[src/rtl/mem_port_arbiter_if.sv]
// Bundle of the two requester ports and the shared RAM port for mem_port_arbiter.
// The arbiter connects through the slave modport; requesters and RAM sit on the master side.
interface mem_port_arbiter_if #(
    parameter int DATA_WIDTH = 16,
    parameter int ADDR_WIDTH = 10
);
    logic                  req0;
    logic                  we0;
    logic                  lock0;
    logic [ADDR_WIDTH-1:0] addr0;
    logic [DATA_WIDTH-1:0] wdata0;
    logic                  gnt0;
    logic                  rvalid0;
    logic [DATA_WIDTH-1:0] rdata0;

    logic                  req1;
    logic                  we1;
    logic                  lock1;
    logic [ADDR_WIDTH-1:0] addr1;
    logic [DATA_WIDTH-1:0] wdata1;
    logic                  gnt1;
    logic                  rvalid1;
    logic [DATA_WIDTH-1:0] rdata1;

    logic [ADDR_WIDTH-1:0] mem_addr;
    logic [DATA_WIDTH-1:0] mem_din;
    logic                  mem_we;
    logic [DATA_WIDTH-1:0] mem_dout;

    modport slave (
        input  req0, we0, lock0, addr0, wdata0,
        input  req1, we1, lock1, addr1, wdata1,
        input  mem_dout,
        output gnt0, rvalid0, rdata0,
        output gnt1, rvalid1, rdata1,
        output mem_addr, mem_din, mem_we
    );

    modport master (
        output req0, we0, lock0, addr0, wdata0,
        output req1, we1, lock1, addr1, wdata1,
        output mem_dout,
        input  gnt0, rvalid0, rdata0,
        input  gnt1, rvalid1, rdata1,
        input  mem_addr, mem_din, mem_we
    );
endinterface

[src/rtl/mem_port_arbiter.sv]
// Two-requester round-robin arbiter for one RAM port, with bounded lock bursts
// and a 1-cycle registered read-valid per requester.
module mem_port_arbiter #(
    parameter int DATA_WIDTH = 16,
    parameter int ADDR_WIDTH = 10
) (
    input  logic              clk,
    input  logic              reset,
    mem_port_arbiter_if.slave bus
);
    typedef enum logic [1:0] {
        LK_NONE = 2'd0,
        LK_REQ0 = 2'd1,
        LK_REQ1 = 2'd2
    } lock_state_e;

    lock_state_e           lock_state_r;
    lock_state_e           lock_state_s;
    logic [2:0]            lock_cnt_r;
    logic [2:0]            lock_cnt_s;
    logic                  last_gnt_r;
    logic                  rvalid0_r;
    logic                  rvalid1_r;
    logic [ADDR_WIDTH-1:0] addr_hold_r;

    logic                  hold0_s;
    logic                  hold1_s;
    logic                  cap_s;
    logic                  gnt0_s;
    logic                  gnt1_s;
    logic [ADDR_WIDTH-1:0] mem_addr_s;
    logic [DATA_WIDTH-1:0] mem_din_s;
    logic                  mem_we_s;

    // Lock counter holds (locked grants - 1) and sticks at 7 once eight are reached.
    function automatic logic [2:0] sat_inc(input logic [2:0] cnt);
        if (cnt == 3'd7) begin
            return 3'd7;
        end else begin
            return cnt + 3'd1;
        end
    endfunction

    // Grant selection: lock hold (breakable once capped), then round-robin.
    always_comb begin
        hold0_s = 1'b0;
        hold1_s = 1'b0;
        gnt0_s  = 1'b0;
        gnt1_s  = 1'b0;
        case (lock_state_r)
            LK_REQ0: hold0_s = bus.req0;
            LK_REQ1: hold1_s = bus.req1;
            default: begin
                hold0_s = 1'b0;
                hold1_s = 1'b0;
            end
        endcase
        cap_s = (lock_cnt_r == 3'd7);

        if (reset) begin
            gnt0_s = 1'b0;
            gnt1_s = 1'b0;
        end else if (hold0_s) begin
            if (cap_s && bus.req1) begin
                gnt1_s = 1'b1;
            end else begin
                gnt0_s = 1'b1;
            end
        end else if (hold1_s) begin
            if (cap_s && bus.req0) begin
                gnt0_s = 1'b1;
            end else begin
                gnt1_s = 1'b1;
            end
        end else if (bus.req0 && bus.req1) begin
            if (last_gnt_r) begin
                gnt0_s = 1'b1;
            end else begin
                gnt1_s = 1'b1;
            end
        end else if (bus.req0) begin
            gnt0_s = 1'b1;
        end else if (bus.req1) begin
            gnt1_s = 1'b1;
        end else begin
            gnt0_s = 1'b0;
            gnt1_s = 1'b0;
        end
    end

    // Next lock owner and hold count; any change of owner restarts the count.
    always_comb begin
        lock_state_s = LK_NONE;
        lock_cnt_s   = 3'd0;
        if (gnt0_s && bus.lock0) begin
            lock_state_s = LK_REQ0;
            if (lock_state_r == LK_REQ0) begin
                lock_cnt_s = sat_inc(lock_cnt_r);
            end else begin
                lock_cnt_s = 3'd0;
            end
        end else if (gnt1_s && bus.lock1) begin
            lock_state_s = LK_REQ1;
            if (lock_state_r == LK_REQ1) begin
                lock_cnt_s = sat_inc(lock_cnt_r);
            end else begin
                lock_cnt_s = 3'd0;
            end
        end else begin
            lock_state_s = LK_NONE;
            lock_cnt_s   = 3'd0;
        end
    end

    // RAM port drive; with no grant the last address is held and data is zeroed.
    always_comb begin
        mem_addr_s = addr_hold_r;
        mem_din_s  = {DATA_WIDTH{1'b0}};
        mem_we_s   = 1'b0;
        if (reset) begin
            mem_addr_s = {ADDR_WIDTH{1'b0}};
        end else if (gnt0_s) begin
            mem_addr_s = bus.addr0;
            mem_din_s  = bus.wdata0;
            mem_we_s   = bus.we0;
        end else if (gnt1_s) begin
            mem_addr_s = bus.addr1;
            mem_din_s  = bus.wdata1;
            mem_we_s   = bus.we1;
        end else begin
            mem_addr_s = addr_hold_r;
        end
    end

    // State registers: lock FSM, round-robin pointer, held address, read valids.
    always_ff @(posedge clk) begin
        if (reset) begin
            lock_state_r <= LK_NONE;
            lock_cnt_r   <= 3'd0;
            last_gnt_r   <= 1'b1;
            addr_hold_r  <= {ADDR_WIDTH{1'b0}};
            rvalid0_r    <= 1'b0;
            rvalid1_r    <= 1'b0;
        end else begin
            lock_state_r <= lock_state_s;
            lock_cnt_r   <= lock_cnt_s;
            addr_hold_r  <= mem_addr_s;
            rvalid0_r    <= gnt0_s & ~bus.we0;
            rvalid1_r    <= gnt1_s & ~bus.we1;
            if (gnt0_s) begin
                last_gnt_r <= 1'b0;
            end else if (gnt1_s) begin
                last_gnt_r <= 1'b1;
            end else begin
                last_gnt_r <= last_gnt_r;
            end
        end
    end

    assign bus.gnt0     = gnt0_s;
    assign bus.gnt1     = gnt1_s;
    assign bus.mem_addr = mem_addr_s;
    assign bus.mem_din  = mem_din_s;
    assign bus.mem_we   = mem_we_s;
    // Valids are masked while reset is high so a read accepted just before reset never surfaces.
    assign bus.rvalid0  = rvalid0_r & ~reset;
    assign bus.rvalid1  = rvalid1_r & ~reset;
    assign bus.rdata0   = bus.mem_dout;
    assign bus.rdata1   = bus.mem_dout;
endmodule

[src/flat_wrapper.sv]
// flat-port wrapper written by rule: the top's interface ports become plain ports
module mem_port_arbiter_flat 
#(
    parameter int DATA_WIDTH = 16,
    parameter int ADDR_WIDTH = 10
)
  (clk, reset, bus_req0, bus_we0, bus_lock0, bus_addr0, bus_wdata0, bus_req1, bus_we1, bus_lock1, bus_addr1, bus_wdata1, bus_mem_dout, bus_gnt0, bus_rvalid0, bus_rdata0, bus_gnt1, bus_rvalid1, bus_rdata1, bus_mem_addr, bus_mem_din, bus_mem_we);
  mem_port_arbiter_if #(.DATA_WIDTH(DATA_WIDTH), .ADDR_WIDTH(ADDR_WIDTH)) bus_i ();
  input  logic clk;
  input  logic reset;
  input wire logic [$bits(bus_i.req0)-1:0] bus_req0;
  input wire logic [$bits(bus_i.we0)-1:0] bus_we0;
  input wire logic [$bits(bus_i.lock0)-1:0] bus_lock0;
  input wire logic [$bits(bus_i.addr0)-1:0] bus_addr0;
  input wire logic [$bits(bus_i.wdata0)-1:0] bus_wdata0;
  input wire logic [$bits(bus_i.req1)-1:0] bus_req1;
  input wire logic [$bits(bus_i.we1)-1:0] bus_we1;
  input wire logic [$bits(bus_i.lock1)-1:0] bus_lock1;
  input wire logic [$bits(bus_i.addr1)-1:0] bus_addr1;
  input wire logic [$bits(bus_i.wdata1)-1:0] bus_wdata1;
  input wire logic [$bits(bus_i.mem_dout)-1:0] bus_mem_dout;
  output wire logic [$bits(bus_i.gnt0)-1:0] bus_gnt0;
  output wire logic [$bits(bus_i.rvalid0)-1:0] bus_rvalid0;
  output wire logic [$bits(bus_i.rdata0)-1:0] bus_rdata0;
  output wire logic [$bits(bus_i.gnt1)-1:0] bus_gnt1;
  output wire logic [$bits(bus_i.rvalid1)-1:0] bus_rvalid1;
  output wire logic [$bits(bus_i.rdata1)-1:0] bus_rdata1;
  output wire logic [$bits(bus_i.mem_addr)-1:0] bus_mem_addr;
  output wire logic [$bits(bus_i.mem_din)-1:0] bus_mem_din;
  output wire logic [$bits(bus_i.mem_we)-1:0] bus_mem_we;
  assign bus_i.req0 = bus_req0;
  assign bus_i.we0 = bus_we0;
  assign bus_i.lock0 = bus_lock0;
  assign bus_i.addr0 = bus_addr0;
  assign bus_i.wdata0 = bus_wdata0;
  assign bus_i.req1 = bus_req1;
  assign bus_i.we1 = bus_we1;
  assign bus_i.lock1 = bus_lock1;
  assign bus_i.addr1 = bus_addr1;
  assign bus_i.wdata1 = bus_wdata1;
  assign bus_i.mem_dout = bus_mem_dout;
  assign bus_gnt0 = bus_i.gnt0;
  assign bus_rvalid0 = bus_i.rvalid0;
  assign bus_rdata0 = bus_i.rdata0;
  assign bus_gnt1 = bus_i.gnt1;
  assign bus_rvalid1 = bus_i.rvalid1;
  assign bus_rdata1 = bus_i.rdata1;
  assign bus_mem_addr = bus_i.mem_addr;
  assign bus_mem_din = bus_i.mem_din;
  assign bus_mem_we = bus_i.mem_we;
  mem_port_arbiter #(.DATA_WIDTH(DATA_WIDTH), .ADDR_WIDTH(ADDR_WIDTH)) u_core (.clk(clk), .reset(reset), .bus(bus_i));
endmodule
[config.mk]
export PLATFORM = sky130hd
export DESIGN_NAME = mem_port_arbiter_flat
export DESIGN_NICKNAME = d
export VERILOG_FILES = /design/src/rtl/mem_port_arbiter_if.sv /design/src/rtl/mem_port_arbiter.sv /design/src/flat_wrapper.sv
export SDC_FILE = /design/constraint.sdc
export NUM_CORES = 1
export LEC_CHECK = 0
export BUFFER_PORTS_ARGS = -buffer_cell sky130_fd_sc_hd__buf_2
export CAP_MARGIN = 20
export CORE_MARGIN = 2
export CORE_UTILIZATION = 35
export DETAILED_ROUTE_END_ITERATION = 8
export PLACE_DENSITY_LB_ADDON = 0.1
export SLEW_MARGIN = 10
export SYNTH_ARGS = -nofsm -noshare
export SYNTH_HDL_FRONTEND = slang
export SYNTH_SLANG_ARGS = --single-unit
[constraint.sdc]
create_clock -name clk -period 2.2 [get_ports clk]
set_input_delay 0.22 -clock clk [delete_from_list [all_inputs] [get_ports clk]]
set_output_delay 0.22 -clock clk [all_outputs]
set_load 0.02 [all_outputs]
======== Word level (Yosys, flattened, before mapping) ========
Index checks and enable logic that the tools add are counted.
operators by class
  add/subtract/negate cells ............... 1
  multiply operators ...................... 0
  divide/modulo/power cells ............... 0
  $lt $le $gt $ge ......................... 0
  equal/unequal tests ..................... 3
  shift operators ......................... 0
  mux-type cells .......................... 37
  bitwise logic cells ..................... 7
  reductions and logical operators ........ 7
operators by type and width
  kind                 number
  $mux 16              3
  $mux 10              3
  $mux 1               25
  $mux 3               5
  $logic_and 1x1->1    5
  $and 1x1->1          4
  $add 3x1->3 const B  1
  $eq 3x3->1 const B   1
  $not 1->1            3
  $eq 2x1->1 const B   1
  $eq 2x2->1 const B   1
  $mux 2               1
  $reduce_bool 2->1    1
  $reduce_or 2->1      1
storage, ports and cells
  register bits ........................... 18
  latch bits .............................. 0
  memory bits (writable) .................. 0
  ROM bits ................................ 0
  bits of input ports ..................... 76
  memories ................................ 0

======== Depth between registers and ports, before layout ========
Gate-level depths: netlist (run 1).
  word-level depth ........................ 9
  gate-level depth with buffers ........... 7

======== Least setup slack after synthesis (run 1) ========
No wires, ideal clock.
  path kind ............................... reg-to-output
  start point ............................. register u_core.lock_cnt_r[0]
  end point ............................... output port bus_mem_din[10]
  arrival ................................. 1.690 ns
  setup slack ............................. 0.290 ns
  cell stages (with the launch flop) ...... 8
  path buffers ............................ 2
  cells stage by stage .................... dfxtp_1 -> ha_1 -> nand2_2 -> mux2i_4 -> o211a_1 -> buf_4 -> buf_4 -> a22o_1
on the way
  elaborated cells on any way between the ends .. 16
  those cells by class .................... eq/ne: 1; mux: 13; reduce/logical: 2
RTL lines
  what                    line                     source
  start, declared         mem_port_arbiter.sv:19   logic [2:0] lock_cnt_r;
  start signal, assigned  mem_port_arbiter.sv:146  lock_cnt_r <= lock_cnt_s;
  $eq 3x3->1 (*)          mem_port_arbiter.sv:58   cap_s = (lock_cnt_r == 3'd7);
  $logic_and 1x1->1       mem_port_arbiter.sv:70   if (cap_s && bus.req0) begin
  $mux 1                  mem_port_arbiter.sv:70
  $mux 1                  mem_port_arbiter.sv:69   end else if (hold1_s) begin
  $mux 1 (*)              mem_port_arbiter.sv:63   end else if (hold0_s) begin
  $mux 1 (*)              mem_port_arbiter.sv:60   if (reset) begin
  named net bus_gnt0      flat_wrapper.sv:22       output wire logic [$bits(bus_i.gnt0)-1:0] bus_gnt0;
  $mux 16 (*)             mem_port_arbiter.sv:122  end else if (gnt0_s) begin
  $mux 16 (*)             mem_port_arbiter.sv:120  if (reset) begin
  end, declared           flat_wrapper.sv:29       output wire logic [$bits(bus_i.mem_din)-1:0] bus_mem_din;
Mark *: on every way through the listed nets, which the timed path passes. The rest lies on a longest branch.

======== Worst setup path in the final report (run 1) ========
  start point ............................. register u_core.lock_cnt_r[0]
  end point ............................... output port bus_mem_addr[8]
on the way
  word-level cells in the longest chain between the ends .. 9
  elaborated cells on any way between the ends .. 16
  those cells by class .................... eq/ne: 1; mux: 13; reduce/logical: 2
RTL lines
  what               line                     source
  $eq 3x3->1 (*)     mem_port_arbiter.sv:58
  $logic_and 1x1->1  mem_port_arbiter.sv:70
  $mux 1             mem_port_arbiter.sv:70
  $mux 1             mem_port_arbiter.sv:69
  $mux 1             mem_port_arbiter.sv:63
  $mux 1             mem_port_arbiter.sv:60
  $mux 10            mem_port_arbiter.sv:126  end else if (gnt1_s) begin
  $mux 10 (*)        mem_port_arbiter.sv:122
  $mux 10 (*)        mem_port_arbiter.sv:120
  end, declared      flat_wrapper.sv:28       output wire logic [$bits(bus_i.mem_addr)-1:0] bus_mem_addr;
Mark *: on every way between the ends. The rest lies on a longest branch, timed or not.

==> results of run 1 <==
==> cells by family after synthesis <==
kind of cell | share of synthesized area
AO/OA/AOI/OAI | 0.379
buffers and inverters | 0.237
AND/OR/NAND/NOR | 0.0716
flip-flops | 0.279
XOR/XNOR | 0.00678
multiplexers | 0.0174
adder cells (fa/ha/maj) | 0.00968
==> cells in the final DEF, fill, tap and decap left out, drive strengths merged, types with 2 or more instances in the layout <==
| cell type | instances |
|---|---|
| buf | 100 |
| a22o | 27 |
| a21o | 20 |
| dfxtp | 18 |
| nor2 | 5 |
| o21ai | 5 |
| nor2b | 4 |
| inv | 3 |
| clkbuf | 3 |
| nand2 | 3 |
| a21oi | 3 |
| nand2b | 2 |
| nor3 | 2 |
| a211oi | 2 |
==> routing by layer <==
layer / vias to the layer above / routed length (um)
met3: 4 / 326
met4: 0 / 28
met5: - / 0
met2: 85 / 1760
met1: 573 / 1250
li1: 612 / -
==> metrics by stage <==
stage                util  instances  setup slack (ns)  hold slack (ns)
floorplan               -        142             0.290            0.292
global placement    0.437        245             0.174            0.393
detailed placement  0.437        245             0.123            0.398
CTS                 0.476        254           -0.0130            0.129
global route        0.482        253           -0.0730            0.140
finish              0.482        253           0.00490            0.137
==> report_power, final <==
part	switching [uW]	internal, uW
logic	164	161
registers	11.4	349
clock network	98.0	121
total	273	632
==> layout make-up <==
class / instances / area (um2) / share of cell area
repair buffers: 100 / 602 / 0.346
clock buffers: 3 / 41.3 / 0.0238
flip-flops and latches: 18 / 363 / 0.209
inverters: 3 / 11.3 / 0.00648
multi-input cells: 81 / 661 / 0.380
well taps: 48 / 60.1 / 0.0346
==> worst paths after layout <==
check                          endpoint  slack [ns]  depth (start not counted)
setup / recovery        bus_mem_addr[8]       0.005                          8
hold / removal         u_core.rvalid1_r        0.14                          2
setup reg to reg  u_core.addr_hold_r[8]        0.26                          9
hold reg to reg   u_core.addr_hold_r[4]        0.45                          1
==> what timing repair did <==
action,4_1_cts,5_1_grt
pin swaps,6,3
gates resized for setup,17,9
cloned,2,0
hold endpoints to repair,0,0
setup buffers,4,0
setup endpoints to repair,23,10
==> flip-flops by register name, indices dropped and copies added, names as in the netlist <==
signal / cells
u_core.addr_hold_r: 10
u_core.last_gnt_r: 1
u_core.lock_cnt_r: 3
u_core.lock_state_r: 2
u_core.rvalid0_r: 1
u_core.rvalid1_r: 1
==> cell usage after synthesis <==
cell,instances,area [um2]
dfxtp_1,18,360
o21ai_0,4,20.0
nand4_1,1,6.26
nand2b_1,2,12.5
mux2i_4,1,22.5
and2_1,1,6.26
buf_2,2,10.0
a211oi_1,1,7.51
nor2_1,5,18.8
nor3_1,2,10.0
inv_1,3,11.3
nor2b_1,4,25.0
xor2_1,1,8.76
o21ai_1,1,5.00
o211a_1,1,10.0
nand2_2,1,6.26
ha_1,1,12.5
a21o_1,20,150
buf_4,38,285
a211oi_4,1,20.0
a32oi_2,1,16.3
a22o_1,27,236
a311oi_1,1,8.76
nand2_1,2,7.51
a21oi_1,3,15.0
==> results.json, run 1 <==
{
  "grt_use_met3": 0.0573,
  "busiest_layer": "met2",
  "setup_tns_ns": 0,
  "grt_pass1_wl_um": 5150,
  "antenna_found_initial": 0,
  "min_from": "bus_we1",
  "critPathKind": "flop to primary output",
  "worst_setup_path_start_kind": "flop",
  "clk_pin_slew_ns": 0.06,
  "grtUsageMet2": 0.285,
  "initial_core_util": 0.358,
  "end_kind": "primary output",
  "cp_cell_sequence": "ha_4 > nand2_4 > mux2i_4 > a211oi_4 > buf_12 > a22o_1 > a21o_1 > buf_2",
  "nets": 284,
  "grt_overflow": 0,
  "synth_cell_types": 25,
  "wirelength_um": 3360,
  "clock_skew_ns": 0.00203,
  "peakVddDrop_v": 0.000181,
  "worst_pin_slew_ns": 0.371,
  "cts_tree": "done",
  "leakage_uw": 0.00103,
  "power_uw": 905,
  "hold_buffers": 0,
  "insertion_delay_ns": 0.25,
  "slowest_stage": "dfxtp_2",
  "status": "completed",
  "first_global_vias": 1186,
  "placed_area_mm2": 0.00158,
  "io_pins": 139,
  "dieArea_mm2": 0.00420,
  "drv_slew": 0,
  "antenna_cells": 0,
  "critical_path.top_delay_family": "compound AO/OA/AOI/OAI gates",
  "max_stage_delay_ns": 0.33,
  "path_buf_inv": 2,
  "netlist_area_mm2": 0.00129,
  "grt_max_degree": 24,
  "syn_area_per_cell_um2": 9.10,
  "power-per-cell-area_mw_per_mm2": 521,
  "dr.pass1.iters": 4,
  "clk_path_buf_depth": 2,
  "ys_ff_latch": 18,
  "vias": 1274,
  "wl_per_cell_um": 13.3,
  "fill_cells": 366,
  "cts_max_level": 1,
  "fp.dieW_um": 64.8,
  "drtAntennaViolNets": 0,
  "coreArea_mm2": 0.00361,
  "cts_sinks": 18,
  "syn_to_final_growth_pct": 34.5,
  "cts_buffers": 3,
  "drt-initial-drc-count": 21,
  "seq_area_frac_synth": 0.279,
  "io_buffers": 90,
  "cp_max_fo": 23,
  "critPathRequiredTime_ns": 1.98,
  "timing.critical_path.arrival_ns": 1.98,
  "maxCapViolCount": 0,
  "drc": 0,
  "hold_violations": 0,
  "use_met1": 0.166,
  "finalCritPeriodShare": 0.998,
  "hold_path_class": "primary input to flop",
  "fmax_ghz": 0.456,
  "critPathLaunch": "u_core.lock_cnt_r[0]",
  "yosysWarnings": 0,
  "dieHeight_um": 64.8,
  "rows": 22,
  "hpwl_um": 2550,
  "vias_per_cell": 5.04,
  "setup_violations": 0,
  "clock_tree.root_cell": "clkbuf_8",
  "grt_setup_unrepaired": "yes",
  "drive_gt1_frac": 0.551,
  "syn_nets": 219,
  "relSlewSlack": 0.750,
  "postSynthCellCount": 142,
  "place.gp.congestion": 0.802,
  "min_period_ns": 2.20,
  "grt_use_total": 0.155,
  "design_area_mm2": 0.00174,
  "r2r-start": "u_core.lock_cnt_r[0]"
}
Note: power is estimated with default switching activity, not from simulation.
==> run 2: changes to the inputs <==
Settings changed: GPL_TIMING_DRIVEN from default to 0.
Clock period 2.2 ns to 2.6 ns, I/O delays scaled along.
==> results.json, run 2 (synthesis results as in run 1) <==
{
  "worst_setup_path_start_kind": "flop",
  "nets": 346,
  "design_area_mm2": 0.00202,
  "placed_area_mm2": 0.00196,
  "holdWs_ns": 0.171,
  "grt_overflow": 0,
  "antenna_cells": 0,
  "cp_cell_sequence": "ha_1 > nand2_2 > mux2i_4 > a21oi_1 > a311oi_1 > buf_4 > a21o_1 > buf_2",
  "final_cell_mix": "buf_2, buf_4, a22o_1",
  "clk_pin_slew_ns": 0.06,
  "cp_max_fo": 10,
  "setup_violations": 0,
  "coreArea_mm2": 0.00361,
  "grt_pass1_wl_um": 5460,
  "critPathRequiredTime_ns": 2.34,
  "clock_skew_ns": 0.00280,
  "post_cts_resized": 0,
  "dieHeight_um": 64.8,
  "wirelength_um": 3500,
  "drc": 0,
  "end_kind": "primary output",
  "initial_core_util": 0.358,
  "worst_pin_slew_ns": 0.422,
  "rows": 22,
  "fp.dieW_um": 64.8,
  "hold_violations": 0,
  "syn_to_final_growth_pct": 56.1,
  "place.gp.congestion": 0.742,
  "dp.cells": 312,
  "grt_use_total": 0.160,
  "drtAntennaViolNets": 0,
  "wl_per_cell_um": 11.1,
  "dieArea_mm2": 0.00420,
  "cts_setup_buffers": 0,
  "peakVddDrop_v": 0.000256,
  "place_ws_ns": 0.445,
  "io_buffers": 122,
  "critPathKind": "flop to primary output",
  "min_period_ns": 2.43,
  "grt_setup_unrepaired": "no",
  "hold_buffers": 0,
  "largest_reg_flops": 10,
  "cts_sinks": 18,
  "max_stage_delay_ns": 0.32,
  "vias": 1404,
  "power-per-cell-area_mw_per_mm2": 431,
  "drt-initial-drc-count": 40,
  "timing.critical_path.arrival_ns": 2.17,
  "drive_gt1_frac": 0.634,
  "regMostFlops": "u_core.addr_hold_r",
  "grt_max_degree": 11,
  "finalCritPeriodShare": 0.936,
  "clock_tree.root_cell": "clkbuf_8",
  "antenna_found_initial": 0,
  "insertion_delay_ns": 0.25,
  "hold_path_class": "primary input to flop",
  "fmax_ghz": 0.411,
  "io_pins": 139,
  "vias_per_cell": 4.44,
  "cts_buffers": 3,
  "largestRegisters": "u_core.addr_hold_r x10, u_core.lock_cnt_r x3, u_core.lock_state_r x2",
  "cts_tree": "done",
  "dr.pass1.iters": 4,
  "first_global_vias": 1277,
  "slowest_stage": "dfxtp_1",
  "maxCapViolCount": 0,
  "fin_ws_ns": 0.166,
  "clk_path_buf_depth": 2,
  "cts_max_level": 1,
  "hpwl_um": 2880,
  "drv_slew": 0,
  "status": "completed",
  "setup_tns_ns": 0,
  "leakage_uw": 0.00128,
  "final_common_cell": "buf_2",
  "relSlewSlack": 0.716,
  "instances_no_fill": 316
}
## run 2: cell types whose count changed in the layout (fill, tap and decap cells not counted), moves of 2 or more
cell and delta:
buf_2 +41, buf_4 +32, dfxtp_2 -2, buf_6 -9
dfxtp_1 +2, buf_12 -2
## run 2: where the power goes
part,leakage (uW),total (uW),switching (uW),internal (uW)
logic,0.00110,339,178,161
clock network,0.0000288,225,90.7,134
registers,0.000148,305,9.57,296
## run 2: layer usage
metal  global-route usage  vias up  share of wire
met1                0.188      607           0.40
met5                    0        -              0
met4               0.0160        0              0
met3               0.0469        0          0.080
li1                     -      737              -
met2                0.295       60           0.52
## run 2: worst max-delay path: cells and delay by family, from the launching register on
family                   cells  cell delay, ns
buffers and inverters        2            0.39
adder cells (fa/ha/maj)      1            0.25
AND/OR/NAND/NOR              1            0.12
AO/OA/AOI/OAI                3            0.53
multiplexers                 1            0.31
flip-flops                   1            0.32
## run 2: path summary, 6_finish.rpt
kind | start | endpoint | slack (ns) | cells past startpoint
worst min register to register | u_core.addr_hold_r[4] | u_core.addr_hold_r[4] | 0.45 | 1
worst max register to register | u_core.lock_cnt_r[0] | u_core.addr_hold_r[3] | 0.79 | 7
worst min-delay path | bus_we1 | u_core.rvalid1_r | 0.17 | 2
worst max-delay path | u_core.lock_cnt_r[0] | bus_mem_addr[4] | 0.17 | 8
## run 2: final cells by class
cell class / count / area (um2)
buffer: 40 / 295
clock buffer: 4 / 55.1
fill: 362 / 1590
inverter: 3 / 11.3
multi-input combinational: 81 / 626
sequential: 18 / 360
tap: 48 / 60.1
timing repair buffer: 122 / 611
## run 2: metrics by stage
step                      utilization  power [uW]
after floorplan                     -         531
after global placement          0.544         651
after detailed placement        0.544         652
after CTS                       0.560         883
after global routing            0.560         922
final                           0.560         869
